**config.mk**
```make
export PLATFORM = sky130hd
export DESIGN_NAME = dcache_direct_wb
export DESIGN_NICKNAME = d
export VERILOG_FILES = /design/src/rtl/dcache_direct_wb.sv
export SDC_FILE = /design/constraint.sdc
export NUM_CORES = 2
export LEC_CHECK = 0
export ABC_AREA = 1
export CAP_MARGIN = 20
export CORE_ASPECT_RATIO = 2
export CORE_UTILIZATION = 30
export DETAILED_ROUTE_END_ITERATION = 10
export PLACE_DENSITY = 0.5
export SLEW_MARGIN = 20
export SYNTH_ARGS = -nofsm -noshare
export SYNTH_HDL_FRONTEND = slang
export SYNTH_SLANG_ARGS = --single-unit
```
**constraint.sdc**
```tcl
create_clock -name clk -period 4.7 [get_ports clk]
set_input_delay 0.705 -clock clk [delete_from_list [all_inputs] [get_ports clk]]
set_output_delay 0.705 -clock clk [all_outputs]
set_load 0.03 [all_outputs]
```
**src/rtl/dcache_direct_wb.sv**
```systemverilog
// Direct-mapped, write-back, write-allocate data cache.
// Processor side: a request is held by the processor while proc_stall is high;
// it completes in the cycle where proc_stall is low. Memory side: mem_read or
// mem_write stays high with stable address/data until mem_ready is sampled high
// at a rising edge, and drops in the following cycle.
module dcache_direct_wb #(
    parameter  int NUM_BLOCKS = 8,
    localparam int IW         = $clog2(NUM_BLOCKS),
    localparam int TW         = 28 - IW
) (
    input  logic         clk,
    input  logic         rst_n,
    input  logic         proc_read,
    input  logic         proc_write,
    input  logic [29:0]  proc_addr,
    input  logic [31:0]  proc_wdata,
    output logic         proc_stall,
    output logic [31:0]  proc_rdata,
    output logic         mem_read,
    output logic         mem_write,
    output logic [27:0]  mem_addr,
    output logic [127:0] mem_wdata,
    input  logic [127:0] mem_rdata,
    input  logic         mem_ready
);

    typedef enum logic [1:0] {
        S_COMPARE   = 2'd0,
        S_WRITEBACK = 2'd1,
        S_ALLOCATE  = 2'd2
    } state_t;

    state_t state_q;
    state_t state_d;

    logic [NUM_BLOCKS-1:0] valid_q;
    logic [NUM_BLOCKS-1:0] dirty_q;
    logic [TW-1:0]         tag_q  [NUM_BLOCKS];
    logic [127:0]          data_q [NUM_BLOCKS];

    logic [IW-1:0]  idx;
    logic [TW-1:0]  req_tag;
    logic [1:0]     word;
    logic [127:0]   line_data;
    logic           hit;
    logic           req;

    // Address decode, hit detection and the combinational read path.
    always_comb begin
        idx        = proc_addr[IW+1:2];
        req_tag    = proc_addr[29:IW+2];
        word       = proc_addr[1:0];
        line_data  = data_q[idx];
        hit        = valid_q[idx] && (tag_q[idx] == req_tag);
        req        = proc_read || proc_write;
        proc_rdata = line_data[{word, 5'b0} +: 32];
    end

    // State register.
    always_ff @(posedge clk or negedge rst_n) begin
        if (!rst_n) begin
            state_q <= S_COMPARE;
        end else begin
            state_q <= state_d;
        end
    end

    // Next-state logic and processor stall.
    always_comb begin
        state_d    = state_q;
        proc_stall = 1'b1;
        case (state_q)
            S_COMPARE: begin
                proc_stall = req && !hit;
                if (req && !hit) begin
                    state_d = (valid_q[idx] && dirty_q[idx]) ? S_WRITEBACK : S_ALLOCATE;
                end
            end
            S_WRITEBACK: begin
                if (mem_ready) state_d = S_ALLOCATE;
            end
            S_ALLOCATE: begin
                if (mem_ready) state_d = S_COMPARE;
            end
            default: state_d = S_COMPARE;
        endcase
    end

    // Registered memory request: strobes follow the next state, address and
    // write data are captured once on entry and then held.
    always_ff @(posedge clk or negedge rst_n) begin
        if (!rst_n) begin
            mem_read  <= 1'b0;
            mem_write <= 1'b0;
            mem_addr  <= '0;
            mem_wdata <= '0;
        end else begin
            mem_read  <= (state_d == S_ALLOCATE);
            mem_write <= (state_d == S_WRITEBACK);
            if (state_q == S_COMPARE && state_d == S_WRITEBACK) begin
                mem_addr  <= {tag_q[idx], idx};
                mem_wdata <= line_data;
            end else if (state_q != S_ALLOCATE && state_d == S_ALLOCATE) begin
                mem_addr <= proc_addr[29:2];
            end
        end
    end

    // Line storage: write hits merge one word, a completed fill loads a clean line.
    always_ff @(posedge clk or negedge rst_n) begin
        if (!rst_n) begin
            valid_q <= '0;
            dirty_q <= '0;
            for (int i = 0; i < NUM_BLOCKS; i++) begin
                tag_q[i]  <= '0;
                data_q[i] <= '0;
            end
        end else if (state_q == S_COMPARE && proc_write && hit) begin
            data_q[idx][{word, 5'b0} +: 32] <= proc_wdata;
            dirty_q[idx]                    <= 1'b1;
        end else if (state_q == S_ALLOCATE && mem_ready) begin
            data_q[idx]  <= mem_rdata;
            tag_q[idx]   <= req_tag;
            valid_q[idx] <= 1'b1;
            dirty_q[idx] <= 1'b0;
        end
    end

endmodule

```
==> flow_summary.ini <==
[route]
wl_per_cell_um = 28.0
wl_um = 517000
first_pass_iters = 6
drc_errors = 0
drtIter0Drc = 12100
ant_nets = 0
num_vias = 105000
vias_per_cell = 5.69

[yosys]
synth_compound_area_share_pct = 6.70
ys_seq_area_share_pct = 38.9
syn-num-nets = 14200
synth_area_um2 = 90000
synthMuxAreaShare_pct = 0
synthCells = 14000
yosysUniqueCellTypes = 31
synth_top_family_by_area = simple AND/OR/NAND/NOR gates
ys_ff_latch = 1400
synth_adder_area_share_pct = 0.0695
yosys.area_share.simple_pct = 46.1
synth-xor-area-share_pct = 0
yosysWarnings = 0
syn_avg_cell_area_um2 = 6.43

[hold_path]
hold_start = proc_addr[4]
whs_path_depth = 3
hold_end = mem_addr[2]
hold_path.class = input port to flip-flop

[final_layout]
finalNonFillerCells = 18400
synthToLayoutAreaGrowth_pct = 23.2
nFillCells = 32200
stdcell_area_um2 = 111000
final_layout_size_suffix_gt1_share_pct = 10.0
nets = 14500

[cts]
cts.clk_slew.worst_paths_ns = 0.07
htreeDepth = 4
cts_buffer_depth = 4
root_buffer = clkbuf_16
numCtsBuffers = 160
cts_tree = done
clock_latency_ns = 0.90
numClockSinks = 1400

[floorplanning]
die_w_um = 389
core_area_um2 = 299000
fp.dieH_um = 777
pin_count = 386
die-area_um2 = 302000
rows = 284
start_util_pct = 30.1

[flow_run]
drv_cap = 0

[placed_design]
hpwl_um = 342000
placed_area_um2 = 106000
gp_congestion = 0.976
place_inst = 18100
place_ws_ns = -0.0973
io_buffers = 385

[setup_path]
critPathMaxFanout = 7
path_class = input port to output pin
required_ns = 3.99
arrival_ns = 3.86
end_kind = output pin
r2r_cells = 18
setup.worst_path.start_class = input port
r2r_end = data_q[333]
reg2reg_slack_ns = 1.27
reg2reg_from = tag_q[181]

[sta]
tightest_slew_ns = 1.24
period_minus_slack_ns = 4.56
relSlewSlack_pct = 17.4
whs_ns = 0.234
finalCritPeriodShare_pct = 97.0
setup_violations = 0
fmax_ghz = 0.219
setup_ws_ns = 0.139
finalHoldViolations = 0
rsz0062_at_grt = false
slew_violations = 0
final.setup.tns_ns = 0
fin_worst_skew_ns = 0.0792

[pwr]
ir_drop_mv = 0.286
power.density_nw_per_um2 = 353
p_leak_nw = 55.9

[run_status]
outcome = completed

[global_route]
first_global_vias = 100000
gr-total-overflow = 0
grt_max_degree = 160
antenna_found_initial = 26
grt_first_pass_wirelength_um = 734000
grtUsageTotal_pct = 33.1
==> worst max-delay path, cell delays in order <==
cell	delay [ns]
dlygate4sd2_1	0.45
nor2_2	0.12
buf_12	0.15
nand2_4	0.08
inv_8	0.09
buf_12	0.16
a22o_1	0.20
a21oi_1	0.29
nand4_1	0.42
inv_1	0.35
o21ai_0	0.11
buf_4	0.17
a21oi_1	0.22
a21oi_1	0.13
buf_12	0.16
==> metal layers <==
layer | GRT usage [%] | part of all wire (%)
met5 | 0 | 0.024
met1 | 38.8 | 36
met2 | 52.7 | 45
met4 | 26.6 | 9.5
met3 | 6.47 | 9.1
==> kinds of logic after synthesis <==
family	after synthesis
compound gates	941
fa+ha+maj	5
buf+inv	1774
flops	1400
simple gates	9871
==> synthesized netlist by cell type <==
library cell     n  area, um^2
clkinv_1         5        18.8
nand4_1       1147        7180
a22o_1         129        1130
a22oi_1        148        1110
inv_2            6        22.5
o21bai_1         3        22.5
buf_1           41         154
nand2_1       5310       19900
o22ai_1         14        87.6
nor3b_1          1        7.51
a21oi_1        103         515
nor3_1           4        20.0
nor2_2           4        25.0
dfrtp_1       1400       35000
clkbuf_1       804        3020
inv_1          490        1840
o211ai_1        12        90.1
nand3b_1         4        30.0
nand3_1       1209        6050
or2_0            1        6.26
a221oi_1       109         955
buf_2          370        1850
nor2_4           1        11.3
or2_2           18         113
buf_6            3        33.8
buf_4           55         413
o21ai_1          4        20.0
nor2_1        2171        8150
and2_1           1        6.26
o21ai_0        419        2100
ha_1             5        62.6
==> worst max-delay path by stage <==
| stage | from | end | slack, ns | cells past startpoint |
|---|---|---|---|---|
| floorplan | proc_addr[4] | proc_rdata[25] | 0.95 | 13 |
| global placement | proc_addr[3] | proc_rdata[23] | -0.12 | 15 |
| detailed placement | proc_addr[3] | proc_rdata[9] | -0.1 | 16 |
| CTS | proc_addr[4] | proc_rdata[4] | 0.05 | 18 |
| global route | proc_addr[3] | proc_rdata[4] | 0.12 | 17 |
| finish | proc_addr[3] | proc_rdata[29] | 0.14 | 15 |
==> cell usage in the layout (no fill, tap or decap), types with 129 or more instances in the layout <==
cell type,count
nand2_1,5251
nor2_1,2157
dfrtp_1,1400
nand3_1,1208
nand4_1,1147
buf_4,757
inv_1,483
o21ai_0,416
clkdlybuf4s50_1,345
buf_12,319
clkbuf_16,162
a22oi_1,148
a22o_1,129
==> per-stage QoR <==
step	utilization (%)	total power, mW
after global routing	37.1	40.4
after global placement	35.3	25.4
after CTS	37.1	39.1
final	37.1	39.1
after detailed placement	35.3	25.4
after floorplan	-	20.3
==> state kept, by name, summed over array words and instances, names as in the netlist, named ones only <==
register,flops
mem_read,1
valid_q,8
state_q,2
mem_wdata,128
mem_addr,28
data_q,1024
mem_write,1
tag_q,200
==> repair_timing <==
item | in CTS | in global routing
hold buffers | 1 | 0
hold endpoints to repair | 25 | 0
pin swaps | 0 | 1
buffers inserted | 0 | 1
setup endpoints to repair | 8 | 9
resized for setup | 5 | 5
==> report_power, final <==
part	switching, mW	leakage (nW)	internal (mW)
Combinational	7.06	34.4	3.21
Clock	5.94	2.64	7.65
Sequential	1.11	18.9	14.1
Total	14.1	55.9	25.0
==> final cells by class <==
type | count | area (um^2) | area share, %
repair buffers | 1428 | 15600 | 14.1
clock buffers | 215 | 4570 | 4.12
clock inverters | 58 | 727 | 0.655
multi-input cells | 10800 | 48000 | 43.2
flip-flops and latches | 1400 | 35000 | 31.6
diodes | 25 | 62.6 | 0.0564
inverters | 501 | 1960 | 1.77
well taps | 4004 | 5010 | 4.52
Power figures use the tool's default switching activity.
